[src/rtl/fd_scan_sched.sv]
// Raster scan scheduler for the FAST corner detector: fetches each interior pixel's
// 16-point circle, hands it to the datapath, and emits corners. Optional macro: FD_CORNER_COUNT_EN.
module fd_scan_sched #(
    parameter int IMG_W  = 256,
    parameter int IMG_H  = 128,
    parameter int BORDER = 3
) (
    input  logic        clock,
    input  logic        nReset,
    input  logic        start,
    output logic        busy,
    output logic        done,
    output logic [14:0] refAddr,
    output logic [4:0]  adjNumber,
    output logic [4:0]  regAddr,
    output logic        readen,
    input  logic        isCorner,
    output logic        cornerValid,
    input  logic        cornerReady,
`ifdef FD_CORNER_COUNT_EN
    output logic [14:0] cornerCount,
`endif
    output logic [14:0] cornerAddr
);

    localparam int COL_W = $clog2(IMG_W);
    localparam int ROW_W = $clog2(IMG_H);

    localparam logic [COL_W-1:0] COL_FIRST = COL_W'(BORDER);
    localparam logic [COL_W-1:0] COL_LAST  = COL_W'(IMG_W - 1 - BORDER);
    localparam logic [ROW_W-1:0] ROW_FIRST = ROW_W'(BORDER);
    localparam logic [ROW_W-1:0] ROW_LAST  = ROW_W'(IMG_H - 1 - BORDER);
    localparam logic [4:0]       ADJ_LAST  = 5'd16;

    localparam logic [2:0] ST_IDLE  = 3'd0;
    localparam logic [2:0] ST_FETCH = 3'd1;
    localparam logic [2:0] ST_DRAIN = 3'd2;
    localparam logic [2:0] ST_EVAL  = 3'd3;
    localparam logic [2:0] ST_EMIT  = 3'd4;
    localparam logic [2:0] ST_FIN   = 3'd5;

    logic [2:0]       r_state;
    logic [ROW_W-1:0] r_row;
    logic [COL_W-1:0] r_col;
    logic [4:0]       r_adj;
    logic [4:0]       r_reg_addr;
    logic             r_readen;
    logic             r_busy;
    logic             r_done;
    logic             r_cvalid;
    logic [14:0]      r_caddr;

    logic [2:0]       w_state;
    logic [ROW_W-1:0] w_row;
    logic [COL_W-1:0] w_col;
    logic [4:0]       w_adj;
    logic [4:0]       w_reg_addr;
    logic             w_readen;
    logic [14:0]      w_caddr;
    logic [ROW_W-1:0] w_nxt_row;
    logic [COL_W-1:0] w_nxt_col;
    logic             w_scan_end;
    logic             w_handshake;
    logic             w_advance;

    assign w_scan_end  = (r_row == ROW_LAST) && (r_col == COL_LAST);
    assign w_handshake = (r_state == ST_EMIT) && cornerReady;

    // Next raster position: step right, wrapping to the first interior column of the next row.
    always_comb begin
        w_nxt_row = r_row;
        w_nxt_col = r_col;
        if (r_col == COL_LAST) begin
            w_nxt_col = COL_FIRST;
            w_nxt_row = r_row + ROW_W'(1);
        end else begin
            w_nxt_col = r_col + COL_W'(1);
        end
    end

    // Scan state machine and next-value computation for every registered output.
    always_comb begin
        w_state    = r_state;
        w_row      = r_row;
        w_col      = r_col;
        w_adj      = r_adj;
        w_reg_addr = r_reg_addr;
        w_readen   = 1'b0;
        w_caddr    = r_caddr;
        w_advance  = 1'b0;
        case (r_state)
            ST_IDLE: begin
                if (start) begin
                    w_state = ST_FETCH;
                    w_row   = ROW_FIRST;
                    w_col   = COL_FIRST;
                    w_adj   = 5'd0;
                end else begin
                    w_state = ST_IDLE;
                end
            end
            ST_FETCH: begin
                // SRAM data for index adj arrives one cycle later, so the write index lags by one.
                w_readen   = 1'b1;
                w_reg_addr = r_adj;
                if (r_adj == ADJ_LAST) begin
                    w_state = ST_DRAIN;
                end else begin
                    w_adj = r_adj + 5'd1;
                end
            end
            ST_DRAIN: begin
                w_state = ST_EVAL;
            end
            ST_EVAL: begin
                if (isCorner) begin
                    w_state = ST_EMIT;
                    w_caddr = {r_row, r_col};
                end else begin
                    w_advance = 1'b1;
                end
            end
            ST_EMIT: begin
                if (w_handshake) begin
                    w_advance = 1'b1;
                end else begin
                    w_state = ST_EMIT;
                end
            end
            ST_FIN: begin
                w_state = ST_IDLE;
            end
            default: begin
                w_state = ST_IDLE;
            end
        endcase

        if (w_advance) begin
            if (w_scan_end) begin
                w_state = ST_FIN;
            end else begin
                w_state = ST_FETCH;
                w_row   = w_nxt_row;
                w_col   = w_nxt_col;
                w_adj   = 5'd0;
            end
        end else begin
            w_adj = w_adj;
        end
    end

    // State and output registers.
    always_ff @(posedge clock or negedge nReset) begin
        if (!nReset) begin
            r_state    <= ST_IDLE;
            r_row      <= '0;
            r_col      <= '0;
            r_adj      <= 5'd0;
            r_reg_addr <= 5'd0;
            r_readen   <= 1'b0;
            r_busy     <= 1'b0;
            r_done     <= 1'b0;
            r_cvalid   <= 1'b0;
            r_caddr    <= 15'd0;
        end else begin
            r_state    <= w_state;
            r_row      <= w_row;
            r_col      <= w_col;
            r_adj      <= w_adj;
            r_reg_addr <= w_reg_addr;
            r_readen   <= w_readen;
            r_busy     <= (w_state == ST_FETCH) || (w_state == ST_DRAIN) ||
                          (w_state == ST_EVAL)  || (w_state == ST_EMIT);
            r_done     <= (w_state == ST_FIN);
            r_cvalid   <= (w_state == ST_EMIT);
            r_caddr    <= w_caddr;
        end
    end

`ifdef FD_CORNER_COUNT_EN
    logic [14:0] r_count;

    // Corners accepted downstream in the current frame; held after done.
    always_ff @(posedge clock or negedge nReset) begin
        if (!nReset) begin
            r_count <= 15'd0;
        end else if ((r_state == ST_IDLE) && start) begin
            r_count <= 15'd0;
        end else if (w_handshake) begin
            r_count <= r_count + 15'd1;
        end else begin
            r_count <= r_count;
        end
    end

    assign cornerCount = r_count;
`endif

    assign busy        = r_busy;
    assign done        = r_done;
    assign refAddr     = {r_row, r_col};
    assign adjNumber   = r_adj;
    assign regAddr     = r_reg_addr;
    assign readen      = r_readen;
    assign cornerValid = r_cvalid;
    assign cornerAddr  = r_caddr;

endmodule

[config.mk]
export PLATFORM = sky130hd
export DESIGN_NAME = fd_scan_sched
export DESIGN_NICKNAME = d
export VERILOG_FILES = /design/src/rtl/fd_scan_sched.sv
export SDC_FILE = /design/constraint.sdc
export NUM_CORES = 1
export LEC_CHECK = 0
export CELL_PAD_IN_SITES_DETAIL_PLACEMENT = 1
export CELL_PAD_IN_SITES_GLOBAL_PLACEMENT = 1
export CORE_MARGIN = 2
export CORE_UTILIZATION = 36
export CTS_CLUSTER_DIAMETER = 80
export DETAILED_ROUTE_END_ITERATION = 12
export PLACE_DENSITY = 0.76
export SETUP_SLACK_MARGIN = 0.5
export SYNTH_ARGS = -nofsm -noshare
export SYNTH_HDL_FRONTEND = slang
export SYNTH_SLANG_ARGS = --single-unit
[constraint.sdc]
create_clock -name clock -period 1.6 [get_ports clock]
set_input_delay 0.24 -clock clock [delete_from_list [all_inputs] [get_ports clock]]
set_output_delay 0.24 -clock clock [all_outputs]
set_load 0.05 [all_outputs]
=== After elaboration in Yosys (flattened, before gate mapping) ===
Cells that the tools add are included.

* Bits of input ports: 5
* Bits in registers: 47

* Reductions and logical operators: 7
* Muxes and demuxes: 26
* Equal/unequal tests: 13
* $add $sub $neg: 3

{| class="wikitable"
|+ Operator list
! cell !! number
|-
| 2-to-1 mux 8 bit || 5
|-
| 2-to-1 mux 7 bit || 5
|-
| 2-to-1 mux 5 bit || 4
|-
| 2-to-1 mux 3 bit || 5
|-
| case mux 3 bit (5 select lines) || 1
|-
| equality test 3 x 2 -> 1 bit (second input constant) || 4
|-
| case mux 5 bit (2 select lines) || 1
|-
| equality test 3 bit (second input constant) || 3
|-
| adder 8 x 1 -> 8 bit (second input constant) || 1
|-
| equality test 8 bit (second input constant) || 1
|-
| adder 7 x 1 -> 7 bit (second input constant) || 1
|-
| equality test 7 bit (second input constant) || 1
|-
| equality test 3 x 1 -> 1 bit (second input constant) || 2
|-
| adder 5 x 1 -> 5 bit (second input constant) || 1
|-
| equality test 5 bit (second input constant) || 1
|-
| 2-to-1 mux 1 bit || 4
|-
| zero test 3 bit || 1
|-
| logical OR 1 bit || 3
|-
| != test 3 x 2 -> 1 bit (second input constant) || 1
|-
| logical AND 1 bit || 2
|-
| case mux 1 bit (2 select lines) || 1
|-
| AND reduction 2 bit || 1
|}

=== Logic depth before layout (Yosys ltp) ===
Gate-level depths: netlist of run 1.

* Depth after elaboration: 9
* Mapped depth: 7
* Mapped depth without buffers: 6

=== Least setup slack after synthesis of run 1 ===
No wires, ideal clock.

* Path kind: register to register
* Start: register r_row[1]
* End: register r_row[3]
* Setup slack: -0.513 ns
* Cell stages (with the launch flop): 8
* Arrival time: 2.035 ns
* Setup time: 0.077 ns
* Cell sequence: dfrtp_1 > inv_1 > ha_1 > and2_1 > and2_4 > buf_6 > or4_1 > a21oi_1

* Word-level cells in the longest chain between the ends: 4
* Elaborated cells on any way between the ends: 7
* Classes of those cells: 1 x add/sub; 2 x eq/ne; 3 x mux; 1 x reduce/logical

{| class="wikitable"
|+ RTL lines
! what !! RTL line !! RTL
|-
| start: declaration || 43 || <nowiki>logic [ROW_W-1:0] r_row;</nowiki>
|-
| start signal: assignment || 167 || <nowiki>r_row <= w_row;</nowiki>
|-
| adder 7 x 1 -> 7 bit or equality test 7 bit (tied branches) || 75, 66 ||
|-
| 2-to-1 mux 7 bit or logical AND 1 bit (tied branches) || 73, 66 ||
|-
| 2-to-1 mux 7 bit || 139 || <nowiki>if (w_scan_end) begin</nowiki>
|-
| 2-to-1 mux 7 bit || 138 || <nowiki>if (w_advance) begin</nowiki>
|}

Parallel ways exist; a longest one is shown, timed or not. The select of a mux whose other input is x is not followed.
A chain may end at the register's enable or synchronous reset.

=== Final worst setup path of run 1 ===
* Start: register r_col[0]
* End: register r_row[1]

* Word-level cells in the longest chain between the ends: 4
* Elaborated cells on any way between the ends: 5
* Classes of those cells: 2 x eq/ne; 2 x mux; 1 x reduce/logical

{| class="wikitable"
|+ RTL lines
! what !! RTL line !! RTL
|-
| start: declaration || 44 || <nowiki>logic [COL_W-1:0] r_col;</nowiki>
|-
| start signal: assignment || 168 || <nowiki>r_col <= w_col;</nowiki>
|-
| equality test 8 bit (*) || 66, 73 ||
|-
| logical AND 1 bit || 66 || <nowiki>assign w_scan_end = (r_row == ROW_LAST) && (r_col == COL_LAST);</nowiki>
|-
| 2-to-1 mux 7 bit || 139 ||
|-
| 2-to-1 mux 7 bit || 138 ||
|}

Every way passes the cells marked *; elsewhere a longest branch is shown, timed or not.

==> results of run 1 <==
## state kept, by name, indices dropped and copies added, names as in the netlist
signal       count
busy             1
regAddr          5
r_row            7
cornerValid      1
r_col            8
adjNumber        5
readen           1
r_state          3
cornerAddr      15
done             1
## timing repair
item,in CTS,in global routing
endpoints found under the hold margin,19,0
setup endpoints to repair,90,91
pin swaps,23,24
hold buffers,1,0
buffers inserted,31,34
gates resized for setup,122,38
gates cloned,1,2
## worst max-delay path by stage
stage,cells past startpoint,endpoint,from,slack (ns)
2_1_floorplan,7,r_row[3]$_DFFE_PN0P_,r_row[1]$_DFFE_PN0P_,-0.15
3_3_place_gp,6,r_row[1]$_DFFE_PN0P_,cornerReady,-0.29
3_5_place_dp,6,r_row[1]$_DFFE_PN0P_,cornerReady,-0.30
4_1_cts,7,r_row[1]$_DFFE_PN0P_,r_col[0]$_DFF_PN0_,-0.02
5_1_grt,7,r_row[1]$_DFFE_PN0P_,r_col[1]$_DFF_PN0_,-0.19
6_report,7,r_row[1]$_DFFE_PN0P_,r_col[0]$_DFF_PN0_,-0.13
## metrics by stage
stage / utilization / cells
after CTS: 0.645 / 407
after global placement: 0.514 / 366
final: 0.717 / 443
after floorplan: - / 215
after detailed placement: 0.514 / 366
after global routing: 0.717 / 443
## area by class of cell
| cell class | count | area, um2 | area share |
|---|---|---|---|
| Sequential cell | 47 | 1200 | 0.263 |
| Clock buffer | 6 | 82.6 | 0.0181 |
| Tap cell | 77 | 96.3 | 0.0212 |
| Multi-Input combinational cell | 148 | 1450 | 0.318 |
| Timing Repair Buffer | 154 | 1660 | 0.364 |
| Inverter | 9 | 36.3 | 0.00797 |
| Clock inverter | 2 | 35.0 | 0.00769 |
## per-layer routing
metal  track usage  up-vias
met5             0        -
li1              -     1082
met3        0.0428       37
met4        0.0952        0
met1         0.336     1334
met2         0.443      105
## power by group through the flow
stage / registers (W) / logic (W) / clock network (W)
floorplan: 0.00238 / 0.000880 / 0
global placement: 0.00162 / 0.00236 / 0
detailed placement: 0.00163 / 0.00241 / 0
CTS: 0.00165 / 0.00312 / 0.000938
global route: 0.00172 / 0.00383 / 0.00101
finish: 0.00170 / 0.00371 / 0.000951
## cell usage in the layout, fill, tap and decap left out, drive strengths merged, types with 2 or more instances in the layout
cell type	instances
a211oi	2
a21oi	11
or2	2
ha	6
nor4b	2
mux2i	2
nor2	10
and2	5
dfrtp	47
a211o	3
buf	148
clkdlybuf4s50	2
nor2b	3
a22oi	2
and4	5
inv	9
clkbuf	8
nor4	4
mux2	16
a221o	2
nand3	9
nor3	9
and4bb	2
and3	3
nand2	17
nand4	4
o21ai	9
o211ai	6
## cells in the mapped netlist (2+ instances only)
cell type	n	area [um2]
inv_1	9	33.8
and4_1	3	26.3
and2_1	4	25.0
mux2i_1	2	20.0
nor3_1	9	45.0
o21ai_0	9	45.0
nor2b_1	3	18.8
ha_1	6	75.1
a211oi_1	2	15.0
nand3_1	9	45.0
a211o_1	3	26.3
dfrtp_1	47	1180
a21oi_1	9	45.0
nand4_1	4	25.0
and3_1	2	12.5
a22oi_1	2	15.0
o211ai_1	5	37.5
buf_2	3	15.0
nand2_1	17	63.8
buf_4	5	37.5
nor4_1	4	25.0
mux2_2	16	180
a221o_1	2	20.0
nor2_1	9	33.8
## cell families after synthesis
family	after synthesis	share of synthesized area
muxes	18	0.0848
AOI/OAI and AO/OA	40	0.123
and+or+nand+nor	82	0.209
DFF	47	0.498
adders and majority gates	6	0.0318
buffers and inverters	20	0.0450
xor gates and xnor gates	2	0.00742
## worst reg2reg max path, cell delays in order, from the launching register on
cell and delay, ns:
dfrtp_2 0.42, inv_2 0.09, ha_4 0.15, and3_4 0.20, nand4_1 0.17, a21oi_4 0.32
buf_6 0.17, a211oi_2 0.07
==> impl_metrics.env, run 1 <==
export IMPL_arrival_ns=1.91
export IMPL_fp_coreArea_um2=6350
export IMPL_antenna_found_initial=0
export IMPL_rows=29
export IMPL_area_growth_pct=92.9
export IMPL_place_area_um2=3270
export IMPL_internal_power_w=0.00371
export IMPL_synth_edf_count=0
export IMPL_p_comb_frac=0.583
export IMPL_syn_area_um2=2360
export IMPL_synth_cell_types=55
export IMPL_setup_tns_ns=-1.67
export IMPL_share_seq_of_total_power=0.268
export IMPL_min_path_type="primary input to async pin"
export IMPL_setup_viol_count_final=28
export IMPL_dp_slack_ns=-0.305
export IMPL_numCtsBuffers=5
export IMPL_power_per_cell_area_nw_per_um2=1400
export IMPL_violations="setup timing"
export IMPL_grt_max_degree=29
export IMPL_initial_utilization=0.372
export IMPL_dieArea_um2=7220
export IMPL_min_period_over_period=1.08
export IMPL_worst_pin_slew_ns=0.460
export IMPL_n_fill_cell=579
export IMPL_clock_sinks=47
export IMPL_cts_tree="done"
export IMPL_synthCells=215
export IMPL_critical_path_max_stage_delay_ns=0.42
export IMPL_rsz0062_at_grt="true"
export IMPL_finalNetCount=376
export IMPL_crit_type="register to register"
export IMPL_clkLatencyLatePin_ns=0.31
export IMPL_switching_share=0.417
export IMPL_reg2reg_to="r_row[1]$_DFFE_PN0P_"
export IMPL_final_area_um2=4550
export IMPL_synthFlopType="dfrtp_1"
export IMPL_status="complete, but fails checks"
export IMPL_slowest_stage="dfrtp_2"
export IMPL_io_buffer_count=48
export IMPL_cp_top_family="flip-flops"
export IMPL_wl_um=11400
export IMPL_timing_slew_headroom=0.693
export IMPL_grt_pass1_vias=2579
export IMPL_peakVddDrop_mv=1.43
export IMPL_vias_per_cell=5.77
export IMPL_ys_async_sr_fraction=1.00
export IMPL_clk_path_buf_depth=2
export IMPL_worstSetupEndpointType="register"
export IMPL_critPathLaunchType="register"
export IMPL_maxSlewViolCount=0
export IMPL_dp_hpwl_um=4760
export IMPL_crit_fanout=7
export IMPL_clk_pin_slew_ns=0.09
export IMPL_timing_reg2reg_setup_slack_ns=-0.13
export IMPL_groute_usage_overall=0.261
export IMPL_clock_root_buffer="clkbuf_8"
export IMPL_leakage_nw=2.14
export IMPL_io_pins=49
export IMPL_rr_worst_depth=7
export IMPL_clock_skew_ns=0.0117
export IMPL_setup_ws_ns=-0.126
export IMPL_finalHoldViolCount=0
export IMPL_total_power_w=0.00636
export IMPL_ys_seq_area_frac=0.498
export IMPL_cp_buffers_inverters=2
export IMPL_grt_overflow=0
export IMPL_drive_above_1_share=0.713
export IMPL_wl_met2_um=5760
export IMPL_grt_pass1_wl_um=14600
export IMPL_drtIter0Drc=141
export IMPL_clkPwrFrac=0.149
export IMPL_die_x_um=85.0
export IMPL_ys_ff_latch=47
export IMPL_min_period_ns=1.73
export IMPL_crit_required_ns=1.78
export IMPL_ys_warnings_count=0
export IMPL_fp_dieH_um=85.0
export IMPL_dr_max_layer_used="met4"
export IMPL_syn_num_nets=226
export IMPL_crit_chain="inv_2, ha_4, and3_4, nand4_1, a21oi_4, buf_6, a211oi_2"
export IMPL_htree_levels=2
export IMPL_antennaDiodeCount=0
export IMPL_vias=2558
export IMPL_met1_length_um=4680
export IMPL_wire_per_inst_um=25.8
export IMPL_rr_startpoint="r_col[0]$_DFF_PN0_"
export IMPL_avgSynthCellArea_um2=11.0
export IMPL_p_switching_w=0.00265
export IMPL_drtAntennaViolNets=0
export IMPL_gp_congestion=0.840
export IMPL_drv_cap=0
export IMPL_met3_length_um=558
export IMPL_clock_fmax_ghz=0.580
export IMPL_dr_pass1_iters=4
export IMPL_drc=0
export IMPL_whs_ns=0.421
(Power assumes the default switching activity.)
==> inputs of run 2 (changes only) <==
==> constraint.sdc (replaced) <==
create_clock -name clock -period 1.6 [get_ports clock]
set_input_delay 0.48 -clock clock [delete_from_list [all_inputs] [get_ports clock]]
set_output_delay 0.48 -clock clock [all_outputs]
set_load 0.05 [all_outputs]
==> impl_metrics.env, run 2 <==
export IMPL_status="aborted with a tool error"
export IMPL_lastStage="5_1_grt"
export IMPL_firstError="[ERROR DPL-0033] detailed placement checks failed during check placement."
export IMPL_crit_endpoint="r_col[0]$_DFF_PN0_/D"
export IMPL_ys_async_sr_fraction=1.00
export IMPL_initial_utilization=0.372
export IMPL_synthTopCellsByCount="dfrtp_1 (47), nand2_1 (17), mux2_2 (16)"
export IMPL_synth_cell_types=55
export IMPL_place_area_um2=3800
export IMPL_ys_seq_area_frac=0.498
export IMPL_io_buffer_count=48
export IMPL_fp_dieH_um=85.0
export IMPL_htree_levels=2
export IMPL_grt_max_degree=48
export IMPL_worst_ep_kind="register input"
export IMPL_clk_path_buf_depth=2
export IMPL_die_x_um=85.0
export IMPL_avgSynthCellArea_um2=11.0
export IMPL_dp_hpwl_um=5510
export IMPL_synthFlopType="dfrtp_1"
export IMPL_syn_area_um2=2360
export IMPL_synth_most_common_cell="dfrtp_1"
export IMPL_synthCells=215
export IMPL_synth_top_area_cell="dfrtp_1"
export IMPL_antenna_found_initial=0
export IMPL_ys_warnings_count=0
export IMPL_synth_edf_count=0
export IMPL_clock_root_buffer="clkbuf_8"
export IMPL_clock_sinks=47
export IMPL_rows=29
export IMPL_ctsHoldBuffers=0
export IMPL_ys_ff_latch=47
export IMPL_synthDominantCellAreaShare=0.498
export IMPL_gp_congestion=0.836
export IMPL_synth_area_top_cells="dfrtp_1 (50%), mux2_2 (7.6%), ha_1 (3.2%), nand2_1 (2.7%), a21oi_1 (1.9%)"
export IMPL_io_pins=49
export IMPL_syn_num_nets=226
export IMPL_numCtsBuffers=5
[run 2: kinds of logic after synthesis]
kind of cell,Yosys count,synth area share
xor gates and xnor gates,2,0.00742
and+or+nand+nor,82,0.209
buffers and inverters,20,0.0450
AOI/OAI and AO/OA,40,0.123
adders and majority gates,6,0.0318
muxes,18,0.0848
DFF,47,0.498
[run 2: what timing repair did]
action                                  4_1_cts
cloned                                        2
setup buffers                                56
endpoints found under the setup margin       91
gates resized for setup                      85
hold endpoints to repair                      0
pin swaps                                    34
[run 2: stage by stage]
stage          setup slack [ns]  std cells  hold slack, ns  utilization  setup TNS, ns
2_1_floorplan            -0.145        215           0.184            -         -0.917
3_3_place_gp             -0.513        371           0.486        0.599         -11.32
3_5_place_dp             -0.636        371           0.520        0.599         -13.29
4_1_cts                 -0.0461        437           0.184        0.731         -0.105
==> inputs of run 3 (changes only) <==
Settings changed: CELL_PAD_IN_SITES_DETAIL_PLACEMENT 1 to not set, CELL_PAD_IN_SITES_GLOBAL_PLACEMENT 1 to not set, CORE_UTILIZATION 36 to 40, CTS_CLUSTER_DIAMETER 80 to not set, PLACE_DENSITY 0.76 to not set, PLACE_DENSITY_LB_ADDON set to 0.15, SETUP_SLACK_MARGIN 0.5 to not set.
Clock period 1.6 ns to 2.1 ns, I/O delays scaled along.
==> impl_metrics.env, run 3 (same netlist as run 1, synthesis figures left out) <==
export IMPL_status="finished clean"
export IMPL_gp_congestion=0.795
export IMPL_setup_ws_ns=0.0595
export IMPL_worstSetupEndpointType="primary output"
export IMPL_leakage_nw=1.49
export IMPL_power_per_cell_area_nw_per_um2=1100
export IMPL_maxSlewViolCount=0
export IMPL_cts_tree="done"
export IMPL_whs_ns=0.307
export IMPL_finalNetCount=290
export IMPL_clock_fmax_ghz=0.490
export IMPL_crit_required_ns=1.47
export IMPL_die_x_um=80.8
export IMPL_vias=1862
export IMPL_groute_usage_overall=0.170
export IMPL_drc=0
export IMPL_timing_reg2reg_setup_slack_ns=0.19
export IMPL_clkLatencyLatePin_ns=0.30
export IMPL_initial_utilization=0.421
export IMPL_crit_type="register to primary output"
export IMPL_clk_path_buf_depth=2
export IMPL_grt_pass1_wl_um=8560
export IMPL_area_growth_pct=28.9
export IMPL_drtAntennaViolNets=0
export IMPL_largest_register_ffs=15
export IMPL_final_cell_mix="buf_4 (60), dfrtp_1 (45), nand2_1 (17)"
export IMPL_antennaDiodeCount=0
export IMPL_critical_path_max_stage_delay_ns=0.79
export IMPL_busiest_layer="met2"
export IMPL_wl_um=5070
export IMPL_dp_slack_ns=-0.209
export IMPL_grt_pass1_vias=1767
export IMPL_arrival_ns=1.41
export IMPL_drv_cap=0
export IMPL_wire_per_inst_um=14.4
export IMPL_crit_chain="clkdlybuf4s50_1"
export IMPL_dr_pass1_iters=4
export IMPL_clock_root_buffer="clkbuf_8"
export IMPL_min_period_ns=2.04
export IMPL_vias_per_cell=5.29
export IMPL_reg2reg_to="r_col[3]$_DFF_PN0_"
export IMPL_antenna_found_initial=0
export IMPL_htree_levels=2
export IMPL_clock_skew_ns=0.00638
export IMPL_rsz0062_at_grt="false"
export IMPL_cp_top_family="buffers and inverters"
export IMPL_cp_buffers_inverters=1
export IMPL_min_path_type="primary input to async pin"
export IMPL_io_pins=49
export IMPL_setup_viol_count_final=0
export IMPL_dieArea_um2=6530
export IMPL_fp_coreArea_um2=5610
export IMPL_rr_worst_depth=7
export IMPL_peakVddDrop_mv=1.00
export IMPL_dp_hpwl_um=3720
export IMPL_crit_fanout=1
export IMPL_use_met1=0.228
export IMPL_use_met3=0.0378
export IMPL_grt_max_degree=48
export IMPL_fp_dieH_um=80.8
export IMPL_grt_overflow=0
export IMPL_final_common_cell="buf_4"
export IMPL_timing_slew_headroom=0.674
export IMPL_slowest_stage="clkdlybuf4s50_1"
export IMPL_grtUsageMet2=0.271
export IMPL_min_period_over_period=0.972
export IMPL_rr_startpoint="r_col[1]$_DFF_PN0_"
export IMPL_numCtsBuffers=5
export IMPL_io_buffer_count=48
export IMPL_rows=27
export IMPL_drtIter0Drc=89
export IMPL_drive_above_1_share=0.368
export IMPL_worst_pin_slew_ns=0.488
export IMPL_n_fill_cell=559
export IMPL_setup_tns_ns=0
export IMPL_clock_sinks=47
export IMPL_clk_pin_slew_ns=0.08
export IMPL_finalHoldViolCount=0
export IMPL_critPathLaunchType="register"
run 3: timing repair:
item / in CTS / in global routing
endpoints found under the setup margin: 0 / 1
resized for setup: 0 / 1
hold buffers: 0 / 0
buffers inserted: 0 / 0
run 3: layout make-up:
cell class	count	area (um2)	area share
timing repair buffer	68	556	0.183
inverter	9	33.8	0.0111
multi-input combinational	148	1080	0.356
tap	72	90.1	0.0296
clock buffer	8	100	0.0329
sequential	47	1180	0.387
run 3: layer usage:
metal	routed length [um]	vias up
met5	0	-
met4	68	0
met3	195	6
met2	2440	37
met1	2360	903
li1	-	916
run 3: worst max-delay path by stage:
stage,startpoint,end,slack (ns),cells past startpoint
4_1_cts,readen$_DFF_PN0_,readen,0.04,1
3_3_place_gp,cornerReady,r_row[2]$_DFFE_PN0P_,-0.16,6
3_5_place_dp,cornerReady,r_row[2]$_DFFE_PN0P_,-0.21,6
6_report,readen$_DFF_PN0_,readen,0.06,1
5_1_grt,readen$_DFF_PN0_,readen,0.006,1
2_1_floorplan,r_col[0]$_DFF_PN0_,busy$_DFF_PN0_,0.07,7
run 3: power breakdown:
group          total (W)  internal [W]  switching (W)
combinational    0.00152      0.000551       0.000968
sequential       0.00125       0.00108       0.000166
clock           0.000585      0.000301       0.000285
run 3: through the flow:
stage,std cells,area (um2),utilization,power (W)
global route,352,3040,0.543,0.00355
finish,352,3040,0.543,0.00335
CTS,352,3040,0.541,0.00340
global placement,344,2940,0.524,0.00278
detailed placement,344,2940,0.524,0.00280
floorplan,215,2360,-,0.00230
